===== config.mk =====
export PLATFORM = sky130hd
export DESIGN_NAME = draw_arbiter_flat
export DESIGN_NICKNAME = d
export VERILOG_FILES = /design/src/rtl/draw_pkg.sv /design/src/rtl/draw_arbiter_if.sv /design/src/rtl/rr_picker.sv /design/src/rtl/draw_arbiter.sv /design/src/flat_wrapper.sv
export SDC_FILE = /design/constraint.sdc
export NUM_CORES = 1
export LEC_CHECK = 0
export CORE_MARGIN = 5
export CORE_UTILIZATION = 25
export CTS_CLUSTER_DIAMETER = 100
export DETAILED_ROUTE_END_ITERATION = 8
export MAX_ROUTING_LAYER = met4
export SLEW_MARGIN = 20
export SYNTH_ARGS = -nofsm -noshare
export SYNTH_HDL_FRONTEND = slang
export SYNTH_SLANG_ARGS = --single-unit

===== constraint.sdc =====
create_clock -name clk -period 2.75 [get_ports clk]
set_input_delay 0.55 -clock clk [delete_from_list [all_inputs] [get_ports clk]]
set_output_delay 0.55 -clock clk [all_outputs]
set_load 0.03 [all_outputs]

===== src/rtl/draw_pkg.sv =====
// Shared types and constants for the sprite draw arbiter.
package draw_pkg;

  // Default visible screen size in pixels.
  localparam int SCREEN_W_DEFAULT = 160;
  localparam int SCREEN_H_DEFAULT = 120;

  // Requester indices into req/gnt/done.
  localparam int NUM_REQ = 3;
  localparam int ROCKET  = 0;
  localparam int SHOT    = 1;
  localparam int ALIEN   = 2;

  typedef enum logic [1:0] {
    ST_IDLE = 2'd0,
    ST_LOAD = 2'd1,
    ST_DRAW = 2'd2,
    ST_DONE = 2'd3
  } state_t;

  // (p + k) mod 3, for requester indices 0..2.
  function automatic logic [1:0] rr_add(input logic [1:0] p, input logic [1:0] k);
    logic [2:0] s;
    s = {1'b0, p} + {1'b0, k};
    if (s >= 3'd3) s = s - 3'd3;
    return s[1:0];
  endfunction

  // One-hot grant to requester index; defaults to rocket.
  function automatic logic [1:0] onehot_to_idx(input logic [2:0] oh);
    logic [1:0] idx;
    idx = 2'd0;
    if (oh[SHOT])  idx = 2'd1;
    if (oh[ALIEN]) idx = 2'd2;
    return idx;
  endfunction

endpackage


===== src/rtl/draw_arbiter_if.sv =====
// Requester and VGA-side signals of the draw arbiter.
interface draw_arbiter_if;
  logic [2:0] req;
  logic [7:0] reqX0, reqX1, reqX2;
  logic [6:0] reqY0, reqY1, reqY2;
  logic [2:0] reqColour0, reqColour1, reqColour2;
  logic [2:0] reqW0, reqW1, reqW2;
  logic [2:0] reqH0, reqH1, reqH2;
  logic [2:0] gnt;
  logic [2:0] done;
  logic       plot;
  logic [7:0] vgaX;
  logic [6:0] vgaY;
  logic [2:0] vgaColour;
  logic       busy;

  // Arbiter side.
  modport slave (
    input  req, reqX0, reqX1, reqX2, reqY0, reqY1, reqY2,
           reqColour0, reqColour1, reqColour2,
           reqW0, reqW1, reqW2, reqH0, reqH1, reqH2,
    output gnt, done, plot, vgaX, vgaY, vgaColour, busy
  );

  // Requester / environment side.
  modport master (
    output req, reqX0, reqX1, reqX2, reqY0, reqY1, reqY2,
           reqColour0, reqColour1, reqColour2,
           reqW0, reqW1, reqW2, reqH0, reqH1, reqH2,
    input  gnt, done, plot, vgaX, vgaY, vgaColour, busy
  );
endinterface


===== src/rtl/rr_picker.sv =====
// Round-robin picker: one-hot winner among requesters, search starting at i_ptr.
module rr_picker
  import draw_pkg::*;
(
  input  logic [2:0] i_req,
  input  logic [1:0] i_ptr,
  output logic [2:0] o_gnt
);

  // Walk from the farthest candidate to the nearest so the nearest requester wins.
  always_comb begin
    o_gnt = '0;
    for (int k = NUM_REQ - 1; k >= 0; k--) begin
      if (i_req[rr_add(i_ptr, 2'(k))]) o_gnt = 3'b001 << rr_add(i_ptr, 2'(k));
    end
  end

endmodule


===== src/rtl/draw_arbiter.sv =====
// Arbitrates three sprite requesters and rasterises the winner's rectangle.
module draw_arbiter
  import draw_pkg::*;
#(
  parameter int SCREEN_W = SCREEN_W_DEFAULT,
  parameter int SCREEN_H = SCREEN_H_DEFAULT
) (
  input  logic         clk,
  input  logic         reset,
  draw_arbiter_if.slave bus
);

  state_t     r_state, w_state_next;
  logic [1:0] r_ptr;
  logic [2:0] r_win;
  logic [7:0] r_bx;
  logic [6:0] r_by;
  logic [2:0] r_col, r_w, r_h, r_cx, r_cy;

  logic [2:0] w_pick;
  logic [7:0] w_sel_x;
  logic [6:0] w_sel_y;
  logic [2:0] w_sel_col, w_sel_w, w_sel_h;
  logic [7:0] w_vga_x;
  logic [6:0] w_vga_y;
  logic       w_last_col, w_last_pix;

  rr_picker u_rr_picker (
    .i_req (bus.req),
    .i_ptr (r_ptr),
    .o_gnt (w_pick)
  );

  assign w_last_col = (r_cx == r_w);
  assign w_last_pix = w_last_col && (r_cy == r_h);
  assign w_vga_x    = r_bx + {5'b0, r_cx};
  assign w_vga_y    = r_by + {4'b0, r_cy};

  // Route the latched winner's sprite description.
  always_comb begin
    w_sel_x   = bus.reqX0;
    w_sel_y   = bus.reqY0;
    w_sel_col = bus.reqColour0;
    w_sel_w   = bus.reqW0;
    w_sel_h   = bus.reqH0;
    case (r_win)
      3'b010: begin
        w_sel_x = bus.reqX1; w_sel_y = bus.reqY1; w_sel_col = bus.reqColour1;
        w_sel_w = bus.reqW1; w_sel_h = bus.reqH1;
      end
      3'b100: begin
        w_sel_x = bus.reqX2; w_sel_y = bus.reqY2; w_sel_col = bus.reqColour2;
        w_sel_w = bus.reqW2; w_sel_h = bus.reqH2;
      end
      default: ;
    endcase
  end

  // State register.
  always_ff @(posedge clk or negedge reset) begin
    if (!reset) r_state <= ST_IDLE;
    else        r_state <= w_state_next;
  end

  // Next state and outputs; pixel outputs are forced to zero outside DRAW.
  always_comb begin
    w_state_next  = r_state;
    bus.gnt       = '0;
    bus.done      = '0;
    bus.plot      = 1'b0;
    bus.vgaX      = '0;
    bus.vgaY      = '0;
    bus.vgaColour = '0;
    bus.busy      = (r_state != ST_IDLE);
    case (r_state)
      ST_IDLE: if (|bus.req) w_state_next = ST_LOAD;
      ST_LOAD: begin
        bus.gnt      = r_win;
        w_state_next = ST_DRAW;
      end
      ST_DRAW: begin
        bus.gnt       = r_win;
        bus.vgaX      = w_vga_x;
        bus.vgaY      = w_vga_y;
        bus.vgaColour = r_col;
        bus.plot      = (32'(w_vga_x) < SCREEN_W) && (32'(w_vga_y) < SCREEN_H);
        if (w_last_pix) w_state_next = ST_DONE;
      end
      ST_DONE: begin
        bus.done     = r_win;
        w_state_next = ST_IDLE;
      end
      default: w_state_next = ST_IDLE;
    endcase
  end

  // Winner, sprite latches, raster counters and round-robin pointer.
  always_ff @(posedge clk or negedge reset) begin
    if (!reset) begin
      r_ptr <= '0;
      r_win <= '0;
      r_bx  <= '0;
      r_by  <= '0;
      r_col <= '0;
      r_w   <= '0;
      r_h   <= '0;
      r_cx  <= '0;
      r_cy  <= '0;
    end else begin
      case (r_state)
        ST_IDLE: if (|bus.req) r_win <= w_pick;
        ST_LOAD: begin
          r_bx  <= w_sel_x;
          r_by  <= w_sel_y;
          r_col <= w_sel_col;
          r_w   <= w_sel_w;
          r_h   <= w_sel_h;
          r_cx  <= '0;
          r_cy  <= '0;
        end
        ST_DRAW: begin
          if (w_last_col) begin
            r_cx <= '0;
            r_cy <= r_cy + 3'd1;
          end else begin
            r_cx <= r_cx + 3'd1;
          end
        end
        // Next search starts just past the winner, so it goes to the back of the queue.
        ST_DONE: r_ptr <= rr_add(onehot_to_idx(r_win), 2'd1);
        default: ;
      endcase
    end
  end

endmodule


===== src/flat_wrapper.sv =====
// flat-port wrapper written by rule: the top's interface ports become plain ports
module draw_arbiter_flat import draw_pkg::*;
#(
  parameter int SCREEN_W = SCREEN_W_DEFAULT,
  parameter int SCREEN_H = SCREEN_H_DEFAULT
)
  (clk, reset, bus_req, bus_reqX0, bus_reqX1, bus_reqX2, bus_reqY0, bus_reqY1, bus_reqY2, bus_reqColour0, bus_reqColour1, bus_reqColour2, bus_reqW0, bus_reqW1, bus_reqW2, bus_reqH0, bus_reqH1, bus_reqH2, bus_gnt, bus_done, bus_plot, bus_vgaX, bus_vgaY, bus_vgaColour, bus_busy);
  draw_arbiter_if bus_i ();
  input  logic clk;
  input  logic reset;
  input wire logic [$bits(bus_i.req)-1:0] bus_req;
  input wire logic [$bits(bus_i.reqX0)-1:0] bus_reqX0;
  input wire logic [$bits(bus_i.reqX1)-1:0] bus_reqX1;
  input wire logic [$bits(bus_i.reqX2)-1:0] bus_reqX2;
  input wire logic [$bits(bus_i.reqY0)-1:0] bus_reqY0;
  input wire logic [$bits(bus_i.reqY1)-1:0] bus_reqY1;
  input wire logic [$bits(bus_i.reqY2)-1:0] bus_reqY2;
  input wire logic [$bits(bus_i.reqColour0)-1:0] bus_reqColour0;
  input wire logic [$bits(bus_i.reqColour1)-1:0] bus_reqColour1;
  input wire logic [$bits(bus_i.reqColour2)-1:0] bus_reqColour2;
  input wire logic [$bits(bus_i.reqW0)-1:0] bus_reqW0;
  input wire logic [$bits(bus_i.reqW1)-1:0] bus_reqW1;
  input wire logic [$bits(bus_i.reqW2)-1:0] bus_reqW2;
  input wire logic [$bits(bus_i.reqH0)-1:0] bus_reqH0;
  input wire logic [$bits(bus_i.reqH1)-1:0] bus_reqH1;
  input wire logic [$bits(bus_i.reqH2)-1:0] bus_reqH2;
  output wire logic [$bits(bus_i.gnt)-1:0] bus_gnt;
  output wire logic [$bits(bus_i.done)-1:0] bus_done;
  output wire logic [$bits(bus_i.plot)-1:0] bus_plot;
  output wire logic [$bits(bus_i.vgaX)-1:0] bus_vgaX;
  output wire logic [$bits(bus_i.vgaY)-1:0] bus_vgaY;
  output wire logic [$bits(bus_i.vgaColour)-1:0] bus_vgaColour;
  output wire logic [$bits(bus_i.busy)-1:0] bus_busy;
  assign bus_i.req = bus_req;
  assign bus_i.reqX0 = bus_reqX0;
  assign bus_i.reqX1 = bus_reqX1;
  assign bus_i.reqX2 = bus_reqX2;
  assign bus_i.reqY0 = bus_reqY0;
  assign bus_i.reqY1 = bus_reqY1;
  assign bus_i.reqY2 = bus_reqY2;
  assign bus_i.reqColour0 = bus_reqColour0;
  assign bus_i.reqColour1 = bus_reqColour1;
  assign bus_i.reqColour2 = bus_reqColour2;
  assign bus_i.reqW0 = bus_reqW0;
  assign bus_i.reqW1 = bus_reqW1;
  assign bus_i.reqW2 = bus_reqW2;
  assign bus_i.reqH0 = bus_reqH0;
  assign bus_i.reqH1 = bus_reqH1;
  assign bus_i.reqH2 = bus_reqH2;
  assign bus_gnt = bus_i.gnt;
  assign bus_done = bus_i.done;
  assign bus_plot = bus_i.plot;
  assign bus_vgaX = bus_i.vgaX;
  assign bus_vgaY = bus_i.vgaY;
  assign bus_vgaColour = bus_i.vgaColour;
  assign bus_busy = bus_i.busy;
  draw_arbiter #(.SCREEN_W(SCREEN_W), .SCREEN_H(SCREEN_H)) u_core (.clk(clk), .reset(reset), .bus(bus_i));
endmodule

; Word level (Yosys, flattened, before mapping)
; Cells that the tools add are included.
[classes]
n_lt_le_gt_ge = 9
n_reduce_logical = 10
n_bitwise = 0
n_shift = 3
n_eq_ne = 10
n_addsub = 11
muxes = 37
div_mod_pow = 0
multipliers = 0
[ops]
columns = cell, n
row1 = $pmux W3 S2, 5
row2 = $mux W3, 8
row3 = $mux W2, 11
row4 = $pmux W8 S2, 1
row5 = $pmux W7 S2, 1
row6 = $ge A3 B2 Y1 const B, 3
row7 = $lt A2 B3 Y1 const B, 3
row8 = $shl A1 B2 Y3 const A, 3
row9 = $add A8 B3 Y8, 1
row10 = $lt A8 B8 Y1 const B, 1
row11 = $mux W8, 1
row12 = $pmux W2 S4, 1
row13 = $sub A2 B2 Y2 const B, 4
row14 = $add A7 B3 Y7, 1
row15 = $lt A7 B7 Y1 const B, 1
row16 = $mux W7, 1
row17 = $add A2 B1 Y3 const B, 2
row18 = $add A3 B1 Y3 const B, 2
row19 = $bmux W1 S2, 3
row20 = $eq A3 B3 Y1, 2
row21 = $ne A2 B1 Y1 const B, 3
row22 = $reduce_and A2 Y1, 3
row23 = $mux W1, 5
row24 = $eq A2 B2 Y1 const B, 2
row25 = 10 further kinds, 12
[totals]
ff_bits = 37
inputBits = 77
mem_count = 0
mem_bits_rw = 0
romBits = 0
word_cells = 90
output_inout_bits = 26
latch_bits = 0

; Depth between registers and ports, before layout
[depth]
depth_word = 10
mapped_depth = 8
mapped_depth_nobuf = 7

; Cells and area by module
; Synthesis repeated with hierarchy kept, for this count alone.
[unflattened]
hier_cells = 310
hier_area_um2 = 2695.1
[modules_own_cells]
columns = module, cells_per_inst, area_per_inst_um2, n_inst, seq_area_each_um2
row1 = draw_arbiter, 277, 2462.4, 1, 925.9
row2 = rr_picker, 33, 232.7, 1, 0.0

; Worst setup path after synthesis
; Ideal clock, no wire load.
[synth_path]
kind = reg-to-output
start = register u_core.r_cy[0]
end = output bus_plot
required_ps = 2200
stages_incl_launch_ff = 8
n_path_buf = 0
path_slack_ps = -34
t_arrival_ps = 2234
path_cell_list = dfrtp_1 ha_1 fa_1 a21o_1 nand2_1 xnor2_1 and4_1 nor3_1
[synth_between]
elab_chain_cells = 4
[synth_rtl]
columns = element, line
row1 = "start, declared", draw_arbiter.sv:18  ; logic [2:0] r_col, r_w, r_h, r_cx, r_cy;
row2 = "start signal, assigned", draw_arbiter.sv:124  ; r_cy <= r_cy + 3'd1;
row3 = $add A7 B3 Y7, draw_arbiter.sv:37  ; assign w_vga_y = r_by + {4'b0, r_cy};
row4 = $lt A7 B7 Y1, draw_arbiter.sv:86  ; bus.plot = (32'(w_vga_x) < SCREEN_W) && (32'(w_vga_y) < SCREEN_H);
row5 = $logic_and A1 B1 Y1, draw_arbiter.sv:86
row6 = $mux W1, draw_arbiter.sv:75  ; case (r_state)
row7 = "end, declared", flat_wrapper.sv:29  ; output wire logic [$bits(bus_i.plot)-1:0] bus_plot;
; Every way passes these cells.

; Final worst setup path
; Ends and elaborated chain as after synthesis.

==> results_dict.tcl <==
set metrics [dict create \
    finalSetupTns_ns 0 \
    die_w_um 113 \
    synthesis.area_sq_um 2630 \
    global_route_wire_length_before_repair_mm 12.9 \
    power.net_switching_w 0.00204 \
    layout_stage_area_growth_over_the_synthesis_result_pct 51.9 \
    fmax_mhz 367 \
    setup_viol 0 \
    critPathMaxStageDelay_ns 0.40 \
    share_of_synthesized_area_occupied_by_flip_flops_and_latches_pct 35.2 \
    ys_seq_elements 37 \
    syn_inst 301 \
    async_s_r_ff_share_synth_pct 100 \
    postSynthAreaPerCell_sq_um 8.75 \
    timing.max_cap.violations 0 \
    count_of_flip_flops_with_a_built_in_enable_after_synthesis 0 \
    hold_path_class "in2async" \
    yosys_top_cell_by_area "sky130_fd_sc_hd__dfrtp_1" \
    internal_power_w 0.00227 \
    crit_fanout 2 \
    grt_overflow 0 \
    static-leakage-power_nw 1.65 \
    detail_route.iter0.violations 120 \
    timing.final.crit_share_pct 99.2 \
    finish.net_count 496 \
    dieHeight_um 113 \
    crit_start "u_core.r_cy[0]" \
    synth_top_cell_area_share_pct 35.2 \
    clock_tree_from_tritoncts "built" \
    power.share.sequential_pct 24.2 \
    postSynth.topFlopCell "sky130_fd_sc_hd__dfrtp_1" \
    route.detailed.wl_per_inst_um 14.7 \
    critical_path.startpoint_type "register" \
    detailed_route_via_count 2564 \
    timing.rr.end "u_core.r_state[1]" \
    netlist_top_cells_area "sky130_fd_sc_hd__dfrtp_1, sky130_fd_sc_hd__ha_1, sky130_fd_sc_hd__a22oi_1" \
    io-pin-count 103 \
    first_global_vias 2656 \
    insertion_delay_ns 0.29 \
    post_route_cells_drive_above_1_share_pct 10.9 \
    final_core_utilization_pct 38.7 \
    cts_max_level 2 \
    grt_setup_unrepaired "yes" \
    number_of_nets_with_antenna_violations_after_routing 0 \
    timing.final.max_slew_violations 0 \
    synth_warnings 0 \
    final_period_minus_worst_setup_slack_ns 2.73 \
    die_area_sq_um 12700 \
    power_switching_share_pct 47.3 \
    pin_count_of_the_biggest_net_entering_global_routing 40 \
    clock_path_buffers 2 \
    gpl.final_weighted_congestion 0.791 \
    postLayoutSetupSlackWorst_ns 0.0230 \
    drc 0 \
    timing.critical_path.cells "ha_2 > fa_2 > a21o_1 > nand2_1 > xnor2_1 > and4_4 > nor3_4 > buf_6" \
    hold_buffers 0 \
    synth_nets 396 \
    layout_commonest_cell "sky130_fd_sc_hd__clkdlybuf4s50_1" \
    number_of_antenna_violations_at_the_first_check_in_global_routing 0 \
    initial_utilization_pct 25.5 \
    hold_violation_total_from_the_final_report 0 \
    gr-usage-all-layers_pct 12.9 \
    dpl.hpwl_mm 6.17 \
    max_slew_margin_pct 43.7 \
    p_comb_share_pct 66.0 \
    io_buffers 102 \
    worst-setup-path-type "reg2out" \
    numCtsBuffers 5 \
    detail_route.vias_per_cell 4.77 \
    cellPowerDensity_nw_per_um2 1080 \
    dr.pass1.iters 5 \
    peak_ir_drop_on_the_vdd_network_uv 384 \
    reg2reg_slack_ns 0.77 \
    numClockSinks 37 \
    worst_pin_slew_ns 0.845 \
    floorplan.rows 37 \
    worstSetupEndpoint "bus_plot" \
    core_area_sq_um 10300 \
    netlist_cell_types 41 \
    status "finished, final reports clean" \
    fin_skew_ns 0.00439 \
    antenna_cells_inserted 0 \
    dp_slack_ns 0.119 \
    mostFrequentLayoutCells "sky130_fd_sc_hd__clkdlybuf4s50_1, sky130_fd_sc_hd__dfrtp_1, sky130_fd_sc_hd__nand2_1, sky130_fd_sc_hd__nor2_1" \
    worst_r2r_path_depth 6 \
    clockPowerShare_pct 9.8 \
    setup.worst_path.end_class "output port" \
    cpMaxStageDelayCell "sky130_fd_sc_hd__dfrtp_1" \
    worst_ep_arrival_time_ns 2.18 \
    timing.critical_path.required_ns 2.20 \
    cts.clk_slew.worst_paths_ns 0.08 \
    routed_wirelength_mm 7.92 \
    regToRegStartpoint "u_core.r_cx[0]" \
    ctsRootBufferMaster "sky130_fd_sc_hd__clkbuf_8" \
]
-- cell usage after synthesis, drive strengths merged, types with 3 or more instances --
| cell | n |
|---|---|
| ha | 16 |
| a31oi | 25 |
| nand3b | 3 |
| nor3b | 3 |
| a21oi | 5 |
| mux2i | 5 |
| nand2 | 34 |
| nor2 | 29 |
| xor2 | 7 |
| a21o | 4 |
| and2 | 23 |
| a22oi | 25 |
| o21ai | 9 |
| dfrtp | 37 |
| o31ai | 5 |
| clkbuf | 19 |
| nand3 | 4 |
| inv | 7 |
| xnor2 | 11 |
| nand2b | 3 |
| nor2b | 3 |
| a22o | 3 |
-- critical path: cells and delay by family, from the launching register on --
kind                     cells  cell delay, ns
adder cells (fa/ha/maj)      2            0.56
AO/OA/AOI/OAI                1            0.20
buffers and inverters        1            0.15
XOR/XNOR                     1            0.08
flip-flops                   1            0.40
AND/OR/NAND/NOR              3            0.49
-- cell families (layout without fill, tap and decap cells) --
logic type	Yosys count	count (layout)	share of synthesized area (%)
simple gates	109	109	20.8
compound gates	86	86	22.5
flops	37	37	35.2
buf+inv	26	127	3.75
fa+ha+maj	18	18	9.12
xor+xnor	18	18	5.99
mux	7	7	2.76
-- area by class of cell --
cell class                 count  area [sq um]
clock buffer                   7          96.3
clock inverter                 1          5.00
fill                        1071          6320
inverter                       7          26.3
multi-input combinational    238          1660
sequential                    37           926
tap                          136           170
timing repair buffer         112          1110
-- what timing repair did --
action                     4_1_cts  5_1_grt
hold endpoints to repair         0        0
gates cloned                     0        0
pin swaps                        1        0
setup endpoints to repair        8        6
gates resized for setup          9       12
buffers inserted                 0        0
-- through the flow --
stage               hold WS [ns]  instance area (sq um)  total power [W]  std cells
floorplan                  0.254                   2640          0.00283        301
global placement           0.528                   3870          0.00387        530
detailed placement         0.524                   3870          0.00393        530
CTS                        0.401                   3970          0.00433        538
global route               0.437                   4000          0.00468        538
finish                     0.362                   4000          0.00431        538
-- worst min-delay path by stage --
stage / end / slack (ns) / cells past startpoint
2_1_floorplan: u_core.r_bx[0] / 0.25 / 0
3_3_place_gp: u_core.r_col[2] / 0.53 / 2
3_5_place_dp: u_core.r_col[2] / 0.52 / 2
4_1_cts: u_core.r_col[2] / 0.40 / 1
5_1_grt: u_core.r_col[2] / 0.44 / 1
6_report: u_core.r_col[2] / 0.36 / 1
-- metal layers --
metal	global-route usage [%]	vias up	wire length, um
met5	-	-	0
met4	3.29	0	80
met3	3.45	7	417
met2	21.8	63	4020
met1	15.1	1216	3400
li1	-	1278	-
-- state kept, by name, summed over array words and instances, names as in the netlist --
signal	flops
u_core.r_h	3
u_core.r_cy	3
u_core.r_by	7
u_core.r_ptr	2
u_core.r_bx	8
u_core.r_w	3
u_core.r_win	3
u_core.r_state	2
u_core.r_col	3
u_core.r_cx	3
-- power by group through the flow --
stage               clock [W]  sequential [W]  combinational [W]
floorplan                   0        0.000991            0.00184
global placement            0         0.00104            0.00284
detailed placement          0         0.00105            0.00288
CTS                  0.000434         0.00104            0.00285
global route         0.000461         0.00108            0.00314
finish               0.000421         0.00105            0.00284
No activity file was read; power rests on OpenSTA's default activity.
